`src/rtl/core_dispatch_arbiter_if.sv`:
```
// Bundle of handshake and data signals between the dispatch arbiter and its
// environment: event queue, per-core dispatch/return lines, core monitor.
interface core_dispatch_arbiter_if #(
    parameter int NUM_CORE  = 4,
    parameter int NB_COREID = $clog2(NUM_CORE),
    parameter int MSG_WID   = 32
);
    // Event queue side
    logic                        q_vld;
    logic [MSG_WID-1:0]          q_msg;
    logic                        q_deq;
    logic                        enq_full;
    logic                        enq_vld;
    logic [MSG_WID-1:0]          enq_msg;

    // Core side
    logic [NUM_CORE-1:0]         core_rdy;
    logic [NUM_CORE-1:0]         core_req;
    logic [NUM_CORE*MSG_WID-1:0] core_out_msg;
    logic [NUM_CORE-1:0]         core_ack;
    logic [NUM_CORE-1:0]         core_in_vld;
    logic [MSG_WID-1:0]          core_in_msg;
    logic [NUM_CORE-1:0]         core_active;

    // Core monitor side
    logic [MSG_WID-1:0]          mon_msg;
    logic                        mon_sent_vld;
    logic                        mon_rcv_vld;
    logic [NB_COREID-1:0]        mon_core_id;

    // Arbiter view
    modport master (
        input  q_vld, q_msg, enq_full, core_rdy, core_req, core_out_msg,
        output q_deq, enq_vld, enq_msg, core_ack, core_in_vld, core_in_msg,
               core_active, mon_msg, mon_sent_vld, mon_rcv_vld, mon_core_id
    );

    // Environment view
    modport slave (
        output q_vld, q_msg, enq_full, core_rdy, core_req, core_out_msg,
        input  q_deq, enq_vld, enq_msg, core_ack, core_in_vld, core_in_msg,
               core_active, mon_msg, mon_sent_vld, mon_rcv_vld, mon_core_id
    );
endinterface

```
`src/rtl/core_dispatch_arbiter.sv`:
```
// Dispatch arbiter: moves events from the queue head to idle cores (SEND) and
// returns finished events from cores back to the queue (RECV). One transaction
// at a time, followed by a settle window for the core monitor's pipeline.
// Returns have priority and are served round-robin; sends go to the
// lowest-index idle, inactive core.
module core_dispatch_arbiter #(
    parameter int NUM_CORE   = 4,
    parameter int NB_COREID  = $clog2(NUM_CORE),
    parameter int MSG_WID    = 32,
    parameter int SETTLE_CYC = 3
) (
    input  logic                    clk,
    input  logic                    reset_n,
    core_dispatch_arbiter_if.master bus
);

    typedef enum logic [1:0] {
        ST_IDLE,
        ST_RECV,
        ST_SEND,
        ST_SETTLE
    } state_t;

    localparam logic [3:0]          SETTLE_LOAD = 4'(SETTLE_CYC - 1);
    localparam logic [NUM_CORE-1:0] ONE_HOT0    = NUM_CORE'(1);

    // Control state
    state_t               r_state;
    logic [3:0]           r_settle_cnt;
    logic [NB_COREID-1:0] r_rr_ptr;
    logic [NB_COREID-1:0] r_sel;
    logic [NUM_CORE-1:0]  r_core_active;

    // Registered outputs
    logic                 r_q_deq;
    logic                 r_enq_vld;
    logic [MSG_WID-1:0]   r_enq_msg;
    logic [NUM_CORE-1:0]  r_core_ack;
    logic [NUM_CORE-1:0]  r_core_in_vld;
    logic [MSG_WID-1:0]   r_core_in_msg;
    logic [MSG_WID-1:0]   r_mon_msg;
    logic                 r_mon_sent_vld;
    logic                 r_mon_rcv_vld;
    logic [NB_COREID-1:0] r_mon_core_id;

    // Arbitration candidates
    logic [NUM_CORE-1:0]  w_rcv_mask;
    logic [NUM_CORE-1:0]  w_snd_mask;
    logic                 w_rcv_found;
    logic                 w_snd_found;
    logic [NB_COREID-1:0] w_rcv_idx;
    logic [NB_COREID-1:0] w_snd_idx;
    logic [NB_COREID-1:0] w_cand;
    logic [MSG_WID-1:0]   w_rcv_msg;

    // Only cores holding an event may return one; only idle, free cores may take one.
    assign w_rcv_mask  = bus.core_req & r_core_active;
    assign w_snd_mask  = bus.core_rdy & ~r_core_active;
    assign w_rcv_found = |w_rcv_mask;
    assign w_snd_found = |w_snd_mask;
    assign w_rcv_msg   = bus.core_out_msg[int'(w_rcv_idx) * MSG_WID +: MSG_WID];

    // Round-robin receive winner: first requester at or above rr_ptr, wrapping.
    // NOTE: every combinational output gets a default before the loop, so no latch is inferred.
    always_comb begin
        w_rcv_idx = '0;
        w_cand    = '0;
        // Scan downward so the last hit written is the nearest one to rr_ptr.
        for (int i = NUM_CORE - 1; i >= 0; i--) begin
            w_cand = r_rr_ptr + NB_COREID'(i);
            if (w_rcv_mask[w_cand]) w_rcv_idx = w_cand;
        end
    end

    // Send target: lowest-index idle, inactive core.
    always_comb begin
        w_snd_idx = '0;
        for (int i = NUM_CORE - 1; i >= 0; i--) begin
            if (w_snd_mask[i]) w_snd_idx = NB_COREID'(i);
        end
    end

    // Transaction FSM; every output is a register updated here.
    // NOTE: sequential state uses non-blocking assignments only, so all registers see pre-edge values.
    always_ff @(posedge clk or negedge reset_n) begin
        if (!reset_n) begin
            r_state        <= ST_IDLE;
            r_settle_cnt   <= '0;
            r_rr_ptr       <= '0;
            r_sel          <= '0;
            r_core_active  <= '0;
            r_q_deq        <= 1'b0;
            r_enq_vld      <= 1'b0;
            r_enq_msg      <= '0;
            r_core_ack     <= '0;
            r_core_in_vld  <= '0;
            r_core_in_msg  <= '0;
            r_mon_msg      <= '0;
            r_mon_sent_vld <= 1'b0;
            r_mon_rcv_vld  <= 1'b0;
            r_mon_core_id  <= '0;
        end else begin
            // Pulses and their payloads are only non-zero during RECV/SEND.
            r_q_deq        <= 1'b0;
            r_enq_vld      <= 1'b0;
            r_enq_msg      <= '0;
            r_core_ack     <= '0;
            r_core_in_vld  <= '0;
            r_core_in_msg  <= '0;
            r_mon_msg      <= '0;
            r_mon_sent_vld <= 1'b0;
            r_mon_rcv_vld  <= 1'b0;
            r_mon_core_id  <= '0;

            case (r_state)
                ST_IDLE: begin
                    if (w_rcv_found && !bus.enq_full) begin
                        r_state       <= ST_RECV;
                        r_sel         <= w_rcv_idx;
                        r_core_ack    <= ONE_HOT0 << w_rcv_idx;
                        r_enq_vld     <= 1'b1;
                        r_enq_msg     <= w_rcv_msg;
                        r_mon_msg     <= w_rcv_msg;
                        r_mon_rcv_vld <= 1'b1;
                        r_mon_core_id <= w_rcv_idx;
                    end else if (bus.q_vld && w_snd_found) begin
                        r_state        <= ST_SEND;
                        r_sel          <= w_snd_idx;
                        r_q_deq        <= 1'b1;
                        r_core_in_vld  <= ONE_HOT0 << w_snd_idx;
                        r_core_in_msg  <= bus.q_msg;
                        r_mon_msg      <= bus.q_msg;
                        r_mon_sent_vld <= 1'b1;
                        r_mon_core_id  <= w_snd_idx;
                    end
                end
                ST_RECV: begin
                    r_core_active[r_sel] <= 1'b0;
                    r_rr_ptr             <= r_sel + NB_COREID'(1);
                    r_settle_cnt         <= SETTLE_LOAD;
                    r_state              <= ST_SETTLE;
                end
                ST_SEND: begin
                    r_core_active[r_sel] <= 1'b1;
                    r_settle_cnt         <= SETTLE_LOAD;
                    r_state              <= ST_SETTLE;
                end
                ST_SETTLE: begin
                    if (r_settle_cnt == '0) begin
                        r_state <= ST_IDLE;
                    end else begin
                        r_settle_cnt <= r_settle_cnt - 4'd1;
                    end
                end
                default: r_state <= ST_IDLE;
            endcase
        end
    end

    assign bus.q_deq        = r_q_deq;
    assign bus.enq_vld      = r_enq_vld;
    assign bus.enq_msg      = r_enq_msg;
    assign bus.core_ack     = r_core_ack;
    assign bus.core_in_vld  = r_core_in_vld;
    assign bus.core_in_msg  = r_core_in_msg;
    assign bus.core_active  = r_core_active;
    assign bus.mon_msg      = r_mon_msg;
    assign bus.mon_sent_vld = r_mon_sent_vld;
    assign bus.mon_rcv_vld  = r_mon_rcv_vld;
    assign bus.mon_core_id  = r_mon_core_id;

endmodule

```
`src/flat_wrapper.sv`:
```
// flat-port wrapper written by rule: the top's interface ports become plain ports
module core_dispatch_arbiter_flat 
#(
    parameter int NUM_CORE   = 4,
    parameter int NB_COREID  = $clog2(NUM_CORE),
    parameter int MSG_WID    = 32,
    parameter int SETTLE_CYC = 3
)
  (clk, reset_n, bus_q_vld, bus_q_msg, bus_enq_full, bus_core_rdy, bus_core_req, bus_core_out_msg, bus_q_deq, bus_enq_vld, bus_enq_msg, bus_core_ack, bus_core_in_vld, bus_core_in_msg, bus_core_active, bus_mon_msg, bus_mon_sent_vld, bus_mon_rcv_vld, bus_mon_core_id);
  core_dispatch_arbiter_if #(.NUM_CORE(NUM_CORE), .NB_COREID(NB_COREID), .MSG_WID(MSG_WID)) bus_i ();
  input  logic clk;
  input  logic reset_n;
  input wire logic [$bits(bus_i.q_vld)-1:0] bus_q_vld;
  input wire logic [$bits(bus_i.q_msg)-1:0] bus_q_msg;
  input wire logic [$bits(bus_i.enq_full)-1:0] bus_enq_full;
  input wire logic [$bits(bus_i.core_rdy)-1:0] bus_core_rdy;
  input wire logic [$bits(bus_i.core_req)-1:0] bus_core_req;
  input wire logic [$bits(bus_i.core_out_msg)-1:0] bus_core_out_msg;
  output wire logic [$bits(bus_i.q_deq)-1:0] bus_q_deq;
  output wire logic [$bits(bus_i.enq_vld)-1:0] bus_enq_vld;
  output wire logic [$bits(bus_i.enq_msg)-1:0] bus_enq_msg;
  output wire logic [$bits(bus_i.core_ack)-1:0] bus_core_ack;
  output wire logic [$bits(bus_i.core_in_vld)-1:0] bus_core_in_vld;
  output wire logic [$bits(bus_i.core_in_msg)-1:0] bus_core_in_msg;
  output wire logic [$bits(bus_i.core_active)-1:0] bus_core_active;
  output wire logic [$bits(bus_i.mon_msg)-1:0] bus_mon_msg;
  output wire logic [$bits(bus_i.mon_sent_vld)-1:0] bus_mon_sent_vld;
  output wire logic [$bits(bus_i.mon_rcv_vld)-1:0] bus_mon_rcv_vld;
  output wire logic [$bits(bus_i.mon_core_id)-1:0] bus_mon_core_id;
  assign bus_i.q_vld = bus_q_vld;
  assign bus_i.q_msg = bus_q_msg;
  assign bus_i.enq_full = bus_enq_full;
  assign bus_i.core_rdy = bus_core_rdy;
  assign bus_i.core_req = bus_core_req;
  assign bus_i.core_out_msg = bus_core_out_msg;
  assign bus_q_deq = bus_i.q_deq;
  assign bus_enq_vld = bus_i.enq_vld;
  assign bus_enq_msg = bus_i.enq_msg;
  assign bus_core_ack = bus_i.core_ack;
  assign bus_core_in_vld = bus_i.core_in_vld;
  assign bus_core_in_msg = bus_i.core_in_msg;
  assign bus_core_active = bus_i.core_active;
  assign bus_mon_msg = bus_i.mon_msg;
  assign bus_mon_sent_vld = bus_i.mon_sent_vld;
  assign bus_mon_rcv_vld = bus_i.mon_rcv_vld;
  assign bus_mon_core_id = bus_i.mon_core_id;
  core_dispatch_arbiter #(.NUM_CORE(NUM_CORE), .NB_COREID(NB_COREID), .MSG_WID(MSG_WID), .SETTLE_CYC(SETTLE_CYC)) u_core (.clk(clk), .reset_n(reset_n), .bus(bus_i));
endmodule
```
`config.mk`:
```
export PLATFORM = sky130hd
export DESIGN_NAME = core_dispatch_arbiter_flat
export DESIGN_NICKNAME = d
export VERILOG_FILES = /design/src/rtl/core_dispatch_arbiter_if.sv /design/src/rtl/core_dispatch_arbiter.sv /design/src/flat_wrapper.sv
export SDC_FILE = /design/constraint.sdc
export NUM_CORES = 1
export LEC_CHECK = 0
export CAP_MARGIN = 5
export CORE_MARGIN = 10
export CORE_UTILIZATION = 38
export DETAILED_ROUTE_END_ITERATION = 8
export GPL_ROUTABILITY_DRIVEN = 0
export PLACE_DENSITY = 0.76
export SLEW_MARGIN = 20
export SYNTH_ARGS = -nofsm -noshare
export SYNTH_HDL_FRONTEND = slang
export SYNTH_SLANG_ARGS = --single-unit
```
`constraint.sdc`:
```
create_clock -name clk -period 2.95 [get_ports clk]
set_input_delay 0.295 -clock clk [delete_from_list [all_inputs] [get_ports clk]]
set_output_delay 0.295 -clock clk [all_outputs]
set_load 0.05 [all_outputs]
```
==> results of run 1 <==
## worst paths after layout
| check | endpoint | slack [ps] |
|---|---|---|
| min | u_core.bus.core_in_msg[12] | 420 |
| max in group asynchronous | u_core.bus.core_in_msg[11] | 1560 |
| min in group asynchronous | u_core.bus.core_ack[1] | 460 |
| max reg2reg | u_core.bus.mon_msg[3] | 300 |
| min reg2reg | u_core.r_settle_cnt[0] | 560 |
| max | u_core.bus.mon_msg[3] | 300 |
## cell type report
class	count	share of cell area
clock buffers	21	0.0499
clock inverters	11	0.0183
inverters	52	0.0213
flip-flops and latches	122	0.331
repair buffers	299	0.325
multi-input cells	299	0.230
well taps	184	0.0249
## sequential cells by signal, indices dropped and copies added, names as in the netlist, named ones only
register,count
u_core.bus.core_in_vld,4
u_core.bus.core_ack,4
u_core.bus.enq_vld,1
u_core.r_rr_ptr,2
u_core.r_settle_cnt,4
u_core.bus.mon_msg,32
u_core.bus.enq_msg,32
u_core.r_sel,2
u_core.bus.q_deq,1
u_core.bus.mon_core_id,2
u_core.bus.core_in_msg,32
u_core.r_state,2
## critical path, delay by kind of cell (launching register included)
family / cells / cell delay, ps
flip-flops: 1 / 420
buffers and inverters: 1 / 150
adder cells (fa/ha/maj): 1 / 310
AO/OA/AOI/OAI: 3 / 1280
AND/OR/NAND/NOR: 2 / 390
## timing repair
item,CTS,global route
hold buffers,1,0
hold endpoints to repair,52,0
buffers inserted,0,0
## metal layers
| metal | wire length, microns | GRT usage | vias up |
|---|---|---|---|
| li1 | - | - | 2376 |
| met1 | 7800 | 0.227 | 2542 |
| met2 | 11100 | 0.366 | 247 |
| met3 | 1720 | 0.0628 | 39 |
| met4 | 587 | 0.0821 | 0 |
| met5 | 0 | 0 | - |
## cell families (layout without fill, tap and decap cells)
group / count (synthesis) / count (layout) / share of synthesized area
xor+xnor: 2 / 2 / 0.00314
simple gates: 114 / 114 / 0.102
flops: 122 / 122 / 0.548
compound gates: 120 / 120 / 0.155
fa+ha+maj: 11 / 11 / 0.0247
mux: 52 / 52 / 0.0945
buf+inv: 82 / 383 / 0.0732
## power by group
group          switching [uW]  total [uW]  internal [uW]
logic                    2340        3690           1350
clock network             735        2190           1460
registers                 225        2230           2000
## through the flow
step | util | power, uW | area [sq um] | hold slack (ps)
finish | 0.637 | 8110 | 9230 | 425
global route | 0.637 | 8480 | 9230 | 431
detailed placement | 0.593 | 5940 | 8590 | 385
floorplan | - | 4590 | 5570 | -0.591
CTS | 0.637 | 8160 | 9230 | 402
global placement | 0.593 | 5830 | 8590 | 370
## cell usage in the layout, fill, tap and decap left out, types with 3 or more instances in the layout
cell             Yosys  final
a31oi_1             13     13
clkbuf_16            0     17
mux2_2               5      5
nand3_1              5      5
nor2_1               8      8
mux2i_1             47     47
inv_1               51     51
buf_12               0      3
clkinv_2             1      4
o221ai_1            24     24
clkinv_4             0      3
nand2b_1             7      7
a211oi_1            21     21
a21oi_1              8      7
clkdlybuf4s50_1      0    284
dfrtp_1            122    122
buf_4               13     11
nand2_1             53     53
o31ai_1             11     11
nor3_1              22     22
nor2b_1              4      4
o22ai_1             22     22
and2_1               3      3
bufinv_16            0      4
ha_1                11     11
o21ai_0              6      6
==> metrics, run 1 <==
layout cells sized above 1=0.0697; hold path cells=3; Avg Cell Area, Syn=11.1 sq um; Synth top cells by count=122 x dfrtp_1, 53 x nand2_1, 51 x inv_1; slew margin rel.=0.294; Ys Warns=0; #FFs+latches synth=122; Worst Skew=8.74 ps; Synth top area share=0.548; Die W=141 microns; max-cap viol count=0; Setup WS post-layout=300 ps; DR WL/cell=21.5 microns; GRT Residual Overflow=0; Nets=974; Pre-antenna DRT Iters=5; standby leakage power=0.00422 uW; Pwr Density=879 nW/um^2; fin crit period=2650 ps; Place WS=238 ps; number of synthesized flops with an enable pin=0; post-synthesis instance area=5570 sq um; Worst Reg2Reg Path Length in Cells=7; Starting Density=0.385; kind of critical path=register to register; Setup crit start kind=register; CTS root buf=clkbuf_16; crit-path cells=inv_1 > ha_1 > nor2b_1 > nand2b_1 > a21oi_1 > a31oi_1 > o31ai_1; CTS tree=yes; synth top area cells=dfrtp_1 55%, mux2i_1 8.4%, o221ai_1 3.8%; Die Span Y=141 microns; HP Start=bus_q_msg[12]; # fillers=1107; Tot GR Track Use=0.207; # port buffers=285; register area=3050 sq um; synthesized instance count=503; r2r startpoint=u_core.r_state[0]; Max Freq=377 MHz; arrival time at the worst endpoint=2960 ps; fin crit share=0.898; ANT nets after route=0; Syn Nets=686; Worst Setup End Kind=register; # diodes=0; Slowest cell on crit path=a21oi_1; global-route wire length before repair=31900 microns; Clock transition at path regs=60 ps; run status=finished, final reports clean; worst vdd ir=482 uV; largest net degree at the start of global routing=56; Row Count=44; Hold Crit Class=input port to register; maximum clock insertion buffer count=2; CTS sink cnt=122; most common cell in the netlist=dfrtp_1; Post-Route WL=21200 microns; Synth cell types=49; Fin Setup TNS=0 ps; Avg Vias per Cell=5.27; initial DRC count=378; CTS buffer count=17; CTS resizes=0; Setup crit start=u_core.r_state[0]; Post-route DRC=0; commonest register cell after synthesis=dfrtp_1; slowest stage delay, CP=820 ps; crit-path max FO=10; worst skew pair latency=420 ps; RSZ-0062 raised after global routing=no; fin cells=988; Inst Count DP=955; Slew @ Worst Pin=1060 ps; area taken by multi-input logic gates=2120 sq um; Hold Vio Cnt, Final=0; CP required=3260 ps; Core Footprint=14500 sq um; vias in the first global route=5531; register area share after synthesis=0.548; Final Setup Violations=0; # IOs=286; initial antenna violation count=0; vias=5204; biggest area consumer among synthesized cells=dfrtp_1; DP HPWL=16500 microns; H-tree levels=4; Async SR Flop Fraction=1.00; die area=19900 sq um; synthesis-to-finish area growth=65.6%; fin. max-slew vios=0
(Power assumes the default switching activity.)
==> run 2: changes to the inputs <==
- RECOVER_POWER: not set -> 25
==> run 2 against run 1 <==
Effect of this change: power barely moved; non-clock buffer count did not move; via count barely moved; worst setup slack improved by 42 ps; combinational power barely moved; sequential cell count did not move; register-to-register slack improved by 40 ps.
==> metrics, run 2 (synthesis gave the netlist of run 1 again) <==
vias=5202 (-0.038%); run status=finished, final reports clean; # diodes=0 (unchanged); max-cap viol count=0 (unchanged); Final Setup Violations=0 (unchanged); largest net degree at the start of global routing=56 (unchanged); WL met3=1690 microns (-1.5%); Slew @ Worst Pin=1350 ps (+287 ps); Setup WS post-layout=342 ps (+41.9 ps); fin cells=988 (unchanged); kind of critical path=register to register; RSZ-0062 raised after global routing=no; fin crit period=2610 ps (-41.9 ps); Post-Route WL=21200 microns (unchanged); DP HPWL=16500 microns (unchanged); Core Footprint=14500 sq um (unchanged); Post-CTS Setup Bufs=0 (unchanged); maximum clock insertion buffer count=2 (unchanged); fin. max-slew vios=0 (unchanged); layout cells sized above 1=0.0684 (-0.00124); standby leakage power=0.00421 uW (-0.12%); Die W=141 microns (unchanged); Place WS=238 ps (unchanged); hold path cells=3 (unchanged); worst vdd ir=484 uV (+0.35%); Fin Setup TNS=0 ps (unchanged); vias in the first global route=5531 (unchanged); Clock transition at path regs=60 ps (about the same); CTS buffer count=17 (unchanged); slew margin rel.=0.102 (-0.191); Worst Reg2Reg Path Length in Cells=7 (unchanged); GRT Residual Overflow=0 (unchanged); top sig layer=met4; CTS root buf=clkbuf_16; initial DRC count=377 (-0.26%); # IOs=286 (unchanged); CTS tree=yes; Pwr Density=880 nW/um^2 (+0.10%); arrival time at the worst endpoint=2910 ps (-50 ps); Tot GR Track Use=0.207 (unchanged); Avg Vias per Cell=5.27 (about the same); R2R Path End=u_core.bus.mon_msg[3]; # port buffers=285 (unchanged); CP required=3260 ps (about the same); Hold Vio Cnt, Final=0 (unchanged); Nets=974 (unchanged); commonest cells after routing, fill and taps aside=284 x clkdlybuf4s50_1, 122 x dfrtp_1, 53 x nand2_1, 51 x inv_1, 47 x mux2i_1; initial antenna violation count=0 (unchanged); worst skew pair latency=420 ps (about the same); reg2reg setup slack=340 ps (+40 ps); Worst Setup End Kind=register; Post-Route M1 WL=7830 microns (+0.44%); Hold Crit Class=input port to register; DR WL/cell=21.5 microns (unchanged); Die Span Y=141 microns (unchanged); H-tree levels=4 (unchanged); fin crit share=0.884 (-0.0142); HP Start=bus_q_msg[12]; met2 wire len=11200 microns (+0.14%); Inst Count DP=955 (unchanged); Pre-antenna DRT Iters=5 (unchanged); global-route wire length before repair=31900 microns (unchanged); CTS sink cnt=122 (unchanged); Setup crit start kind=register; Worst Skew=8.77 ps (+0.0331 ps); CTS resizes=0 (unchanged); r2r startpoint=u_core.r_state[0]; Post-route DRC=0 (unchanged); crit-path max FO=10 (unchanged); die area=19900 sq um (unchanged); hold path endpoint=u_core.bus.core_in_msg[12]; Pwr Total=8110 uW (about the same); synthesis-to-finish area growth=65.4% (about the same); Starting Density=0.385 (unchanged); ANT nets after route=0 (unchanged); Row Count=44 (unchanged); commonest non-fill, non-tap cell in the layout=clkdlybuf4s50_1; Max Freq=383 MHz (+1.6%)
run 2: power breakdown:
group | switching [uW] | internal, uW
clock | 735 | 1460
sequential | 225 | 2000
combinational | 2340 | 1350
total | 3300 | 4810
run 2: per-stage QoR:
stage	instance area, sq um	utilization	hold slack [ps]
after floorplan	5570	-	-0.591
after global placement	8590	0.593	370
after detailed placement	8590	0.593	385
after CTS	9230	0.637	402
after global routing	9220	0.637	431
final	9220	0.637	425
run 2: worst max-delay path by stage:
stage / start / end / slack (ps)
floorplan: register / u_core.bus.mon_msg[1] / 840
global placement: bus_core_req[2] / u_core.r_sel[0] / 440
detailed placement: bus_core_req[2] / u_core.r_sel[0] / 240
CTS: u_core.r_state[0] / u_core.bus.mon_msg[3] / 380
global route: u_core.r_state[0] / u_core.bus.mon_msg[3] / 180
finish: u_core.r_state[0] / u_core.bus.mon_msg[3] / 340
run 2: layout make-up:
type	instances	area [sq um]
inverters	52	196
multi-input cells	299	2120
fillers	1106	5260
repair buffers	299	2990
clock buffers	21	460
clock inverters	11	169
well taps	184	230
flip-flops and latches	122	3050
run 2: critical path: stages (launching register included):
cell	delay, ps
dfrtp_1	420
inv_1	140
ha_1	310
nor2b_1	280
nand2b_1	90
a21oi_1	800
a31oi_1	130
o31ai_1	330
run 2: repair_timing:
action | 4_1_cts | 5_1_grt
setup endpoints to repair | 0 | 0
hold buffers | 1 | 0
endpoints found under the hold margin | 52 | 0
run 2: layer usage:
| metal | vias up | global-route usage |
|---|---|---|
| met4 | 0 | 0.0821 |
| met1 | 2536 | 0.227 |
| met3 | 41 | 0.0628 |
| met2 | 247 | 0.366 |
| met5 | - | 0 |
| li1 | 2378 | - |
==> run 3: changes to the inputs <==
- SETUP_SLACK_MARGIN: not set -> 0.02
==> results of run 3 <==
No change in the layout: final DEF, timing and power equal those of run 2.
